### src/rtl/pulse_stretcher_multi.sv
// Multi-channel pulse stretcher: per-channel run-time length, retrigger and
// edge/level trigger modes, plus a sticky flag for triggers that were ignored.
module pulse_stretcher_multi #(
   parameter int              NCHAN              = 4,
   parameter longint unsigned CLK_FREQUENCY      = 100000000,
   parameter longint unsigned DEFAULT_STRETCH_MS = 100,
   parameter int              LEN_WIDTH          = 32
) (
   input  logic                 clk,
   input  logic                 rst_a_n,
   input  logic [NCHAN-1:0]     pulse,
   input  logic [NCHAN-1:0]     retrigMode,
   input  logic [NCHAN-1:0]     edgeMode,
   input  logic                 cfgWrite,
   input  logic [4:0]           cfgChannel,
   input  logic [LEN_WIDTH-1:0] cfgLen,
   output logic [LEN_WIDTH-1:0] cfgReadback,
   input  logic [NCHAN-1:0]     missedClear,
   output logic [NCHAN-1:0]     pulseStretch,
   output logic [NCHAN-1:0]     missed
);

   localparam longint unsigned DEFAULT_LEN_FULL = CLK_FREQUENCY / 64'd1000 * DEFAULT_STRETCH_MS;
   localparam logic [LEN_WIDTH-1:0] DEFAULT_LEN = LEN_WIDTH'(DEFAULT_LEN_FULL);

   if (LEN_WIDTH < 64 && DEFAULT_LEN_FULL >= (64'd1 << LEN_WIDTH)) begin : g_len_check
      $error("DEFAULT_LEN does not fit in LEN_WIDTH bits");
   end

   logic [LEN_WIDTH-1:0] len_q [NCHAN];
   logic [LEN_WIDTH-1:0] cnt_q [NCHAN];
   logic [NCHAN-1:0]     pulse_d;
   logic [NCHAN-1:0]     trig;
   logic [NCHAN-1:0]     accept;
   logic [NCHAN-1:0]     miss_set;
   logic [NCHAN-1:0]     cfg_hit;
   logic [LEN_WIDTH-1:0] readback_next;

   // NOTE: every output of this block gets a default first so no path can infer a latch.
   always_comb begin
      trig          = '0;
      accept        = '0;
      miss_set      = '0;
      cfg_hit       = '0;
      readback_next = '0;
      for (int i = 0; i < NCHAN; i++) begin
         trig[i]     = edgeMode[i] ? (pulse[i] & ~pulse_d[i]) : pulse[i];
         // The falling cycle still has pulseStretch high, so a trigger there is missed too.
         accept[i]   = trig[i] & (retrigMode[i] | ~pulseStretch[i]) & (len_q[i] != '0);
         miss_set[i] = trig[i] & ~retrigMode[i] & pulseStretch[i] & (len_q[i] != '0);
         cfg_hit[i]  = cfgWrite & (cfgChannel == 5'(i));
         if (cfgChannel == 5'(i)) begin
            readback_next = len_q[i];
         end
      end
   end

   // NOTE: state is updated with non-blocking assignments so every register samples pre-edge values.
   always_ff @(posedge clk or negedge rst_a_n) begin
      if (!rst_a_n) begin
         pulse_d      <= '0;
         pulseStretch <= '0;
         missed       <= '0;
         cfgReadback  <= DEFAULT_LEN;
         // NOTE: the length/counter arrays are small register files, so they are reset like flops.
         for (int i = 0; i < NCHAN; i++) begin
            len_q[i] <= DEFAULT_LEN;
            cnt_q[i] <= '0;
         end
      end else begin
         pulse_d     <= pulse;
         cfgReadback <= readback_next;
         missed      <= (missed & ~missedClear) | miss_set;
         for (int i = 0; i < NCHAN; i++) begin
            // A trigger in the same cycle as a write still loads from the old length.
            if (cfg_hit[i]) begin
               len_q[i] <= cfgLen;
            end
            if (accept[i]) begin
               pulseStretch[i] <= 1'b1;
               cnt_q[i]        <= len_q[i] - LEN_WIDTH'(1);
            end else if (cnt_q[i] != '0) begin
               cnt_q[i] <= cnt_q[i] - LEN_WIDTH'(1);
            end else begin
               pulseStretch[i] <= 1'b0;
            end
         end
      end
   end

endmodule

### config.mk
export PLATFORM = sky130hd
export DESIGN_NAME = pulse_stretcher_multi
export DESIGN_NICKNAME = d
export VERILOG_FILES = /design/src/rtl/pulse_stretcher_multi.sv
export SDC_FILE = /design/constraint.sdc
export NUM_CORES = 1
export LEC_CHECK = 0
export CORE_MARGIN = 10
export CORE_UTILIZATION = 55
export DETAILED_ROUTE_END_ITERATION = 10
export HOLD_SLACK_MARGIN = 0.15
export PLACE_DENSITY = 0.74
export SLEW_MARGIN = 15
export SYNTH_ARGS = -nofsm -noshare
export SYNTH_HDL_FRONTEND = slang
export SYNTH_SLANG_ARGS = --single-unit
### constraint.sdc
create_clock -name clk -period 5 [get_ports clk]
set_input_delay 1 -clock clk [delete_from_list [all_inputs] [get_ports clk]]
set_output_delay 1 -clock clk [all_outputs]
set_load 0.03 [all_outputs]
; Yosys cells after proc, flatten, opt, wreduce, memory -nomap -nowiden
; Cells that the tools add are included.
[op_classes]
addsub = 8
eq_ne = 7
mux = 24
bitwise_logic = 47
n_reduce_logical = 13
[ops]
columns = cell, count
row1 = 2-to-1 mux 32 bit, 12
row2 = nonzero test 32 bit, 8
row3 = subtractor 32 x 1 -> 32 bit (second input constant), 8
row4 = bitwise AND 1 bit, 28
row5 = 2-to-1 mux 1 bit, 12
row6 = NOT 1 bit, 12
row7 = == test 5 x 2 -> 1 bit (second input constant), 2
row8 = inequality test 2 bit (second input constant), 4
row9 = nonzero test 2 bit, 4
row10 = == test 5 x 1 -> 1 bit (second input constant), 1
row11 = zero test 5 bit, 1
row12 = bitwise AND 4 bit, 1
row13 = NOT 4 bit, 1
row14 = bitwise OR 1 bit, 4
row15 = bitwise OR 4 bit, 1
[totals]
reg_bits = 300
input_bits = 56
out_inout_bits = 40
wordCells = 114

; Longest topological paths before layout
[logic_depth]
ltp_word = 7
ltp_mapped = 20
mapped_depth_nobuf = 14

; Least setup slack after synthesis
; No wires, ideal clock.
[synth_timing]
path_kind = reg2reg
start = reg len_q[27] (netlist name)
end = reg cnt_q[30] (netlist name)
setup_ps = 138
arrival_ps = 4792
required_ps = 4862
setup_slack_ps = 69
path_stages_with_launch = 20
n_path_buf = 5
period_less_slack_ps = 4931
cell_sequence = dfrtp_1 > or4_1 > or4b_1 > buf_2 > or3_1 > buf_2 > nand2_2 > buf_2 > buf_2 > mux2i_1 > ha_1 > nor4b_1 > nand3_1 > nor4_1 > a311o_2 > nand2b_1 > buf_2 > nor3_2 > xnor2_1 > o22ai_1
[synth_between]
elab_chain_len = 3
elab_cells_between_ends = 5
cone_classes = add/sub: 1 / mux: 1 / bitwise: 1 / reduce/logical: 2
[synth_lines]
columns = item, line
row1 = start: declaration, 30  ; logic [LEN_WIDTH-1:0] len_q [NCHAN];
row2 = start signal: indexed assignment, 77  ; len_q[i] <= cfgLen;
row3 = branches (longest 3 deep; another with subtractor 32 x 1 -> 32 bit), -
row4 = end signal: indexed assignment, 81  ; cnt_q[i] <= len_q[i] - LEN_WIDTH'(1);
row5 = end signal: indexed assignment, 83  ; cnt_q[i] <= cnt_q[i] - LEN_WIDTH'(1);
row6 = end: declaration, 31  ; logic [LEN_WIDTH-1:0] cnt_q [NCHAN];
; Several ways; the timed one is not identified.
; A chain may end at the register's enable or synchronous reset.

; Worst setup path in the final report
[layout_timing]
start = reg len_q[66] (netlist name)
end = reg cnt_q[94] (netlist name)
; Same word-level chain as after synthesis.

==> flow_metrics.tcl <==
set metrics [dict create \
    htreeDepth 2 \
    finalClockSkew_ns 0.0207 \
    top_layer_used "met4" \
    coreArea_sq_um 30600 \
    drc 0 \
    clk_pin_slew_ns 0.06 \
    grt_max_degree 111 \
    cp-start-kind "flop" \
    overflow 0 \
    clock-sinks 300 \
    yosysTopAreaCellShare_pct 38.2 \
    grt_antenna_before_repair 0 \
    syn_area_sq_um 17000 \
    std_cell_rows 64 \
    synth.most_common_cell "dfrtp_1" \
    cts_buffers 36 \
    dp_hpwl_um 37500 \
    p_leak_nw 7.93 \
    wl_met2_um 23400 \
    final_nets 1860 \
    crit_type "reg -> reg" \
    synth_cell_types 83 \
    grt_pass1_wl_um 82800 \
    ant_nets 0 \
    drt-wirelength-per-cell_um 23.3 \
    worstPathMaxFanout 6 \
    postSynth.asyncResetShare_pct 100 \
    postCtsSetupBuffers 0 \
    grt_pass1_vias 14400 \
    slew_viol_final 0 \
    routed_wl_um 51900 \
    vias 14500 \
    ios 96 \
    power.density_nw_per_um2 470 \
    wl_met3_um 4400 \
    start_util_pct 55.7 \
    syn_avg_cell_area_sq_um 9.98 \
    status "finished, final reports clean" \
    ir_drop_mv 0.313 \
    yosysTopAreaCell "dfrtp_1" \
    ys_warn_count 0 \
    synth_edf_count 0 \
    synth-seq-cells 300 \
    fin_crit_sh_pct 95.3 \
    root_buffer "clkbuf_16" \
    hold_violations 0 \
    cts_resized 1 \
    routedLengthMet1_um 21900 \
    io_buffers 95 \
    drt_iter0_drc 1601 \
    layout_setup_ws_ns 0.236 \
    cp-end-kind "flop" \
    placed_area_sq_um 18600 \
    gp_congestion 1.00 \
    die_x_um 196 \
    dp_slack_ns -0.0124 \
    critPathRequiredTime_ns 5.37 \
    final_area_sq_um 19800 \
    hp-class "in -> async" \
    worstPathArrival_ns 5.14 \
    clock_tree.buffer_depth 3 \
    die_area_sq_um 38400 \
    min_period_ns 4.76 \
    tightest_slew_ns 1.11 \
    avgViaCountPerCell 6.51 \
    clock_latency_ns 0.52 \
    die_h_um 196 \
    setup_viol 0 \
    synth-main-ff-cell "dfrtp_1" \
    netlist_top_cells_count "dfrtp_1 (260), mux2_2 (130), nor2_1 (120)" \
    n_antenna_cell 0 \
    cts_tree "yes" \
    slew_headroom_pct 25.9 \
    final_layout_size_suffix_gt1_share_pct 18.2 \
    synth_fp_nets 1766 \
    cts-hold-fix-buffers 0 \
    ys_seq_area_share_pct 44.4 \
    postSynthCellCount 1706 \
    rsz0062_at_grt "no" \
    timing.fmax_mhz 210 \
    synth_area_leaders "dfrtp_1 (38%), mux2_2 (8.6%), dfstp_2 (6.2%)" \
    grt_use_total_pct 26.5 \
    area_growth_pct 16.5 \
    dr.pass1.iters 5 \
    drv_cap 0 \
]
==> through the flow <==
stage	TNS (ns)	hold slack, ns	util [%]	power, mW	cells
after CTS	0	0.501	64.8	9.31	2224
after detailed placement	-0.0124	0.487	60.7	6.53	2158
after global routing	0	0.529	64.9	9.84	2224
after floorplan	0	0.496	-	5.61	1706
final	0	0.472	64.9	9.33	2224
after global placement	0	0.483	60.7	6.43	2158
==> logic make-up after synthesis <==
logic type / count (synthesis) / share of synthesized area (%)
buf+inv: 100 / 2.38
flops: 300 / 44.4
simple gates: 574 / 18.1
mux: 174 / 11.3
xor+xnor: 184 / 9.46
fa+ha+maj: 4 / 0.294
compound gates: 370 / 14.1
==> worst max-delay path, cell delays in order, from the launching register on <==
cell and delay (ns):
dfrtp_1 0.48, or4_1 0.74, or4_1 0.56, o41ai_4 0.36, mux2i_1 0.30, ha_1 0.29, inv_1 0.11, nor4_1 0.47
nand3_1 0.16, mux2i_2 0.34, o21a_1 0.25, a21boi_1 0.29, xnor2_1 0.16, o22ai_1 0.09
==> layout by cell type, fill, tap and decap left out, types with 5 or more instances in the layout <==
cell type,n
and3_1,10
xnor2_1,115
o22ai_1,62
or2_2,5
nand4_1,11
o211ai_1,7
nor2b_1,11
dfrtp_1,260
a31oi_1,9
nor4_1,51
xor2_1,69
nor3b_1,7
or4_1,37
or3_1,47
o31ai_1,11
clkdlybuf4s50_1,93
a21oi_1,44
nor2_1,116
a22oi_1,14
dfstp_2,40
o21ai_0,117
mux2i_1,42
inv_1,9
a221oi_1,13
clkbuf_1,6
o21a_1,29
and2_1,6
clkinv_2,6
nand2b_1,11
clkbuf_8,8
clkbuf_16,37
nand2_1,85
a21boi_0,5
nand3b_1,9
mux2_2,130
nor3_1,77
buf_4,50
a21oi_2,5
nand3_1,61
==> cell type report <==
type	count	area, sq um
multi-input combinational	1306	9140
clock buffer	51	1060
inverter	9	33.8
fill	2417	10700
timing repair buffer	147	1370
clock inverter	15	191
sequential	300	7560
tap	396	495
==> state kept, by name (all words and copies together), names as in the netlist <==
name          cells
cfgReadback      32
missed            4
pulse_d           4
len_q           128
cnt_q           128
pulseStretch      4
==> power by group <==
part           internal (mW)  switching (mW)
Combinational           1.28            1.43
Clock                   1.69            1.06
Sequential              3.07           0.815
==> path summary, 6_finish.rpt <==
path,startpoint,to,slack (ns),depth (start not counted)
max in group asynchronous,rst_a_n,len_q[55],3.41,2
min in group clk,pulseStretch[3],pulseStretch[3],0.50,2
worst max-delay path,len_q[66],cnt_q[94],0.24,13
worst min-delay path,rst_a_n,cfgReadback[1],0.47,1
worst min register to register,pulseStretch[3],pulseStretch[3],0.50,2
worst max register to register,len_q[66],cnt_q[94],0.24,13
==> layer usage <==
metal	vias up	GRT usage [%]
met3	115	5.32
met5	-	0
met4	0	11.1
met1	7166	35.6
met2	676	41.0
li1	6526	-
Note: power is estimated with default switching activity, not from simulation.
